File: config.mk
export PLATFORM = sky130hd
export DESIGN_NAME = reg_file_param
export DESIGN_NICKNAME = d
export VERILOG_FILES = /design/src/rtl/reg_file_param.sv
export SDC_FILE = /design/constraint.sdc
export NUM_CORES = 1
export LEC_CHECK = 0
export BUFFER_PORTS_ARGS = -buffer_cell sky130_fd_sc_hd__buf_2
export CORE_MARGIN = 2
export CORE_UTILIZATION = 35
export CTS_BUF_LIST = sky130_fd_sc_hd__clkbuf_4 sky130_fd_sc_hd__clkbuf_8 sky130_fd_sc_hd__clkbuf_16
export CTS_CLUSTER_SIZE = 24
export DETAILED_ROUTE_END_ITERATION = 6
export GPL_TIMING_DRIVEN = 0
export PLACE_DENSITY = 0.52
export SLEW_MARGIN = 20
export SYNTH_ARGS = -nofsm -noshare
export SYNTH_HDL_FRONTEND = slang
export SYNTH_SLANG_ARGS = --single-unit
File: constraint.sdc
create_clock -name clock -period 3.4 [get_ports clock]
set_input_delay 0.34 -clock clock [delete_from_list [all_inputs] [get_ports clock]]
set_output_delay 0.34 -clock clock [all_outputs]
set_load 0.01 [all_outputs]
File: src/rtl/reg_file_param.sv
`default_nettype none
// reg_file_param: parametrised register file with write-through bypass, optional
// hardwired-zero r0, optional registered read ports and a one-per-cycle clear sweep.
module reg_file_param #(
  parameter int WIDTH     = 16,
  parameter int ADDR_BITS = 2,
  parameter int ZERO_REG  = 1,
  parameter int READ_REG  = 0
) (
  input  logic                 clock,
  input  logic                 reset,
  input  logic [ADDR_BITS-1:0] rr1,
  input  logic [ADDR_BITS-1:0] rr2,
  output logic [WIDTH-1:0]     rd1,
  output logic [WIDTH-1:0]     rd2,
  input  logic [ADDR_BITS-1:0] wr,
  input  logic [WIDTH-1:0]     wd,
  input  logic                 regwrite,
  input  logic                 clear,
  output logic                 busy,
  output logic                 wr_drop
);

  localparam int                   DEPTH    = 2**ADDR_BITS;
  localparam logic [ADDR_BITS-1:0] LAST_IDX = '1;

  typedef enum logic [0:0] {
    IDLE  = 1'b0,
    SWEEP = 1'b1
  } state_t;

  state_t               state_q;
  logic [ADDR_BITS-1:0] idx_q;
  logic                 busy_q;
  logic                 wr_drop_q;
  logic [WIDTH-1:0]     regs_q [DEPTH];

  logic                 wr_zero;
  logic                 wr_ok;
  logic [WIDTH-1:0]     rd1_d;
  logic [WIDTH-1:0]     rd2_d;

  assign wr_zero = (ZERO_REG != 0) && (wr == '0);
  assign wr_ok   = regwrite && !busy_q && !wr_zero;

  // Zero-register override has the last word so it also masks the bypass.
  always_comb begin
    rd1_d = regs_q[rr1];
    rd2_d = regs_q[rr2];
    if (wr_ok && (rr1 == wr)) rd1_d = wd;
    if (wr_ok && (rr2 == wr)) rd2_d = wd;
    if ((ZERO_REG != 0) && (rr1 == '0)) rd1_d = '0;
    if ((ZERO_REG != 0) && (rr2 == '0)) rd2_d = '0;
  end

  always_ff @(posedge clock or posedge reset) begin
    if (reset) begin
      state_q   <= IDLE;
      idx_q     <= '0;
      busy_q    <= 1'b0;
      wr_drop_q <= 1'b0;
      for (int i = 0; i < DEPTH; i++) begin
        regs_q[i] <= '0;
      end
    end else begin
      wr_drop_q <= regwrite && busy_q;
      case (state_q)
        IDLE: begin
          if (wr_ok) regs_q[wr] <= wd;
          if (clear) begin
            state_q <= SWEEP;
            idx_q   <= '0;
            busy_q  <= 1'b1;
          end
        end
        SWEEP: begin
          regs_q[idx_q] <= '0;
          idx_q         <= idx_q + 1'b1;
          if (idx_q == LAST_IDX) begin
            state_q <= IDLE;
            busy_q  <= 1'b0;
          end
        end
        default: state_q <= IDLE;
      endcase
    end
  end

  assign busy    = busy_q;
  assign wr_drop = wr_drop_q;

  generate
    if (READ_REG != 0) begin : g_rd_reg
      logic [WIDTH-1:0] rd1_q;
      logic [WIDTH-1:0] rd2_q;
      always_ff @(posedge clock or posedge reset) begin
        if (reset) begin
          rd1_q <= '0;
          rd2_q <= '0;
        end else begin
          rd1_q <= rd1_d;
          rd2_q <= rd2_d;
        end
      end
      assign rd1 = rd1_q;
      assign rd2 = rd2_q;
    end else begin : g_rd_comb
      assign rd1 = rd1_d;
      assign rd2 = rd2_d;
    end
  endgenerate

endmodule
`default_nettype wire

==> run_results.csv <==
group,metric,value,unit
route,firstDrtPassIters,4,
worst_setup_path,worst_path_largest_cell_delay,0.61,ns
flow_run,timing.max_cap.violations,0,
global_routing,grt_antenna_before_repair,0,
logic_synthesis,syn_inst,286,
power_and_ir_drop,ir_drop,239,µV
logic_synthesis,synthesized_netlist_net_count,316,
cts,ctsHtreeMaxLevel,3,
worst_setup_path,setup.worst_path.start_class,"input pin",
floorplan,num_rows,38,
global_routing,grt_usage,0.194,
logic_synthesis,yosysWarnings,0,
power_and_ir_drop,combPwrFrac,0.316,
logic_synthesis,synth-edff-count,0,
route,drtIter0Drc,192,
floorplan,io_pins,60,
sta,period_minus_slack,2.74,ns
sta,grt_setup_unrepaired,"no",
logic_synthesis,synth.avg_cell_area,13.5,µm²
sta,finalSetupViolations,0,
logic_synthesis,postSynth.topFlopCell,"sky130_fd_sc_hd__dfrtp_1",
sta,final_max_slew_viol_count,0,
place,place_worst_setup_slack,0.617,ns
power_and_ir_drop,powerDensity,573,mW/mm²
logic_synthesis,post-synth-top-area-fraction,0.447,
sta,worst-slew-pin-transition,0.777,ns
place,place_hpwl,7040,µm
power_and_ir_drop,clockPowerShare,0.275,
sta,post-route-period-util,0.805,
finish,design.final.nets,384,
logic_synthesis,synth.cells.most_frequent,"69 x sky130_fd_sc_hd__dfrtp_1, 48 x sky130_fd_sc_hd__a22o_1, 36 x sky130_fd_sc_hd__nor2_1",
cts,post-cts-setup-buffers,0,
cts,postCtsHoldBufs,1,
route,route.final.wire_length,11000,µm
floorplan,chipWidth,109,µm
route,vias_per_cell,5.61,
route,ant_nets,0,
cts,clock_path_buffers,2,
power_and_ir_drop,internal_power,1.70,mW
worst_setup_path,critical_path_required,3.06,ns
route,drc,0,
worst_setup_path,timing.critical_path.cells,"buf_2 -> buf_2 -> nor2_1 -> clkbuf_1 -> nor2_1 -> buf_2",
global_routing,grt_pass1_vias,2835,
logic_synthesis,yosysUniqueCellTypes,26,
cts,post_cts_resize_count,0,
global_routing,grt_pass1_wl,16700,µm
finish,area_growth,18.1,%
floorplan,floorplan.die.height,109,µm
logic_synthesis,synth.yosys.seq_area_share,0.447,
power_and_ir_drop,power.share.sequential,0.408,
sta,setup_tns_final,0,ns
cts,clock_tree.root_cell,"sky130_fd_sc_hd__clkbuf_8",
sta,worst_slew_margin_rel,0.482,
logic_synthesis,synth.area.top_cells,"sky130_fd_sc_hd__dfrtp_1 45%, sky130_fd_sc_hd__mux4_2 19%, sky130_fd_sc_hd__a22o_1 11%",
worst_setup_path,worst_path_most_repeated_cell,"sky130_fd_sc_hd__buf_2",
worst_setup_path,timing.critical_path.arrival,2.40,ns
logic_synthesis,synthesized_flop_and_latch_total,69,
worst_setup_path,worstPathMaxFanout,10,
sta,clock.fmax,366,MHz
floorplan,die_area,0.0119,mm²
logic_synthesis,yosys.area.top_type,"sky130_fd_sc_hd__dfrtp_1",
floorplan,fp.coreArea,0.0108,mm²
floorplan,floorplan.initialDensity,0.358,
outcome,status,"complete, no violations",
sta,worst_clock_skew,0.0113,ns
finish,final_layout_size_suffix_gt1_frac,0.365,
power_and_ir_drop,switching_share,0.350,
place,io_buffer_count,55,
route,detail_route.wl_per_cell,22.0,µm
worst_setup_path,critical-path-slowest-cell,"sky130_fd_sc_hd__nor2_1",
logic_synthesis,most_frequently_used_cell_type_in_the_post_synthesis_netlist,"sky130_fd_sc_hd__dfrtp_1",
route,routed-via-count,2800,
cts,cts_tree,"built",
sta,finalHoldViolations,0,
global_routing,remaining_global_route_overflow,0,
cts,numClockSinks,69,
power_and_ir_drop,leakage,2.10,nW
logic_synthesis,async_flop_share,1.00,
cts,worst_skew_pair.late_latency,0.35,ns
sta,final_critical_path_setup_slack,0.664,ns
finish,finalCoreUtilization,0.423,
logic_synthesis,synth.cell_area,0.00386,mm²
place,place.gp.congestion,0.761,
hold_path,timing.hold.worst.class,"in -> reg",
cts,cts_inserted_buffers,9,
cts,path_clk_slew,0.07,ns
power_and_ir_drop,switching_power,916,µW
worst_setup_path,setup.worst_path.end_class,"output port",
finish,n_antenna_cell,0,
worst_setup_path,critPathKind,"in -> out",
global_routing,grt_start_max_net_pins,51,
area by class of cell:
cell class                      count  area [µm²]
Timing Repair Buffer               57         313
Inverter                            5        21.3
Clock inverter                      5        58.8
Buffer                             21         118
Clock buffer                       11         151
Multi-Input combinational cell    191        2000
Sequential cell                    69        1730
Tap cell                          140         175
Fill cell                        1006        6230
cell usage in the layout, fill, tap and decap left out, drive strengths merged, types with 2 or more instances in the layout:
cell type,instances
buf,73
dfrtp,69
a22o,48
nor2,36
mux2i,33
mux4,32
and2,17
clkbuf,15
inv,5
ha,4
a21oi,3
o22ai,3
nand2,2
nand4bb,2
nand4b,2
xor2,2
clkinvlp,2
clkinv,2
registers in the layout, indices dropped and copies added (netlist names):
register  count
wr_drop       1
busy          1
state_q       1
idx_q         2
regs_q       64
routing by layer:
metal / up-vias / global-route usage / wire length (µm)
met1: 1473 / 0.286 / 5170
met4: 0 / 0.0430 / 76
met5: - / 0 / 0
met3: 9 / 0.0418 / 634
li1: 1227 / - / -
met2: 91 / 0.293 / 5070
power groups by stage:
stage	combinational, mW	clock (mW)	sequential [mW]
CTS	0.840	0.730	1.07
floorplan	0.564	0	1.06
detailed placement	0.837	0	1.08
finish	0.828	0.720	1.07
global placement	0.822	0	1.07
global route	0.904	0.770	1.09
worst paths after layout:
kind / from / endpoint / slack, ns / cells past startpoint
min reg2reg: regs_q[50]$_DFFE_PP0P_ / regs_q[50]$_DFFE_PP0P_ / 0.51 / 1
max in group asynchronous: reset / regs_q[63]$_DFFE_PP0P_ / 2.37 / 4
max: rr2[1] / rd2[12] / 0.66 / 6
min in group asynchronous: reset / regs_q[42]$_DFFE_PP0P_ / 0.48 / 3
min: clear / idx_q[1]$_DFFE_PP0P_ / 0.22 / 2
max reg2reg: busy$_DFFE_PP0P_ / regs_q[0]$_DFFE_PP0P_ / 1.35 / 6
kinds of logic after synthesis:
logic type      share of synthesized area
buf+inv                            0.0353
fa+ha+maj                          0.0130
mux                                 0.275
compound gates                      0.130
flops                               0.447
simple gates                       0.0956
xor+xnor                          0.00454
stage by stage:
stage                     area (µm²)  hold WS, ns  total power [mW]  instances
final                           4560        0.220              2.62        499
after global routing            4560        0.215              2.76        499
after CTS                       4560        0.214              2.63        499
after detailed placement        4340        0.320              1.92        482
after global placement          4310        0.484              1.90        481
after floorplan                 3860        0.426              1.62        286
worst max-delay path, delay by kind of cell:
kind / cells / cell delay (ns)
and+or+nand+nor: 2 / 0.75
buffers and inverters: 4 / 1.29
Power figures use the tool's default switching activity.
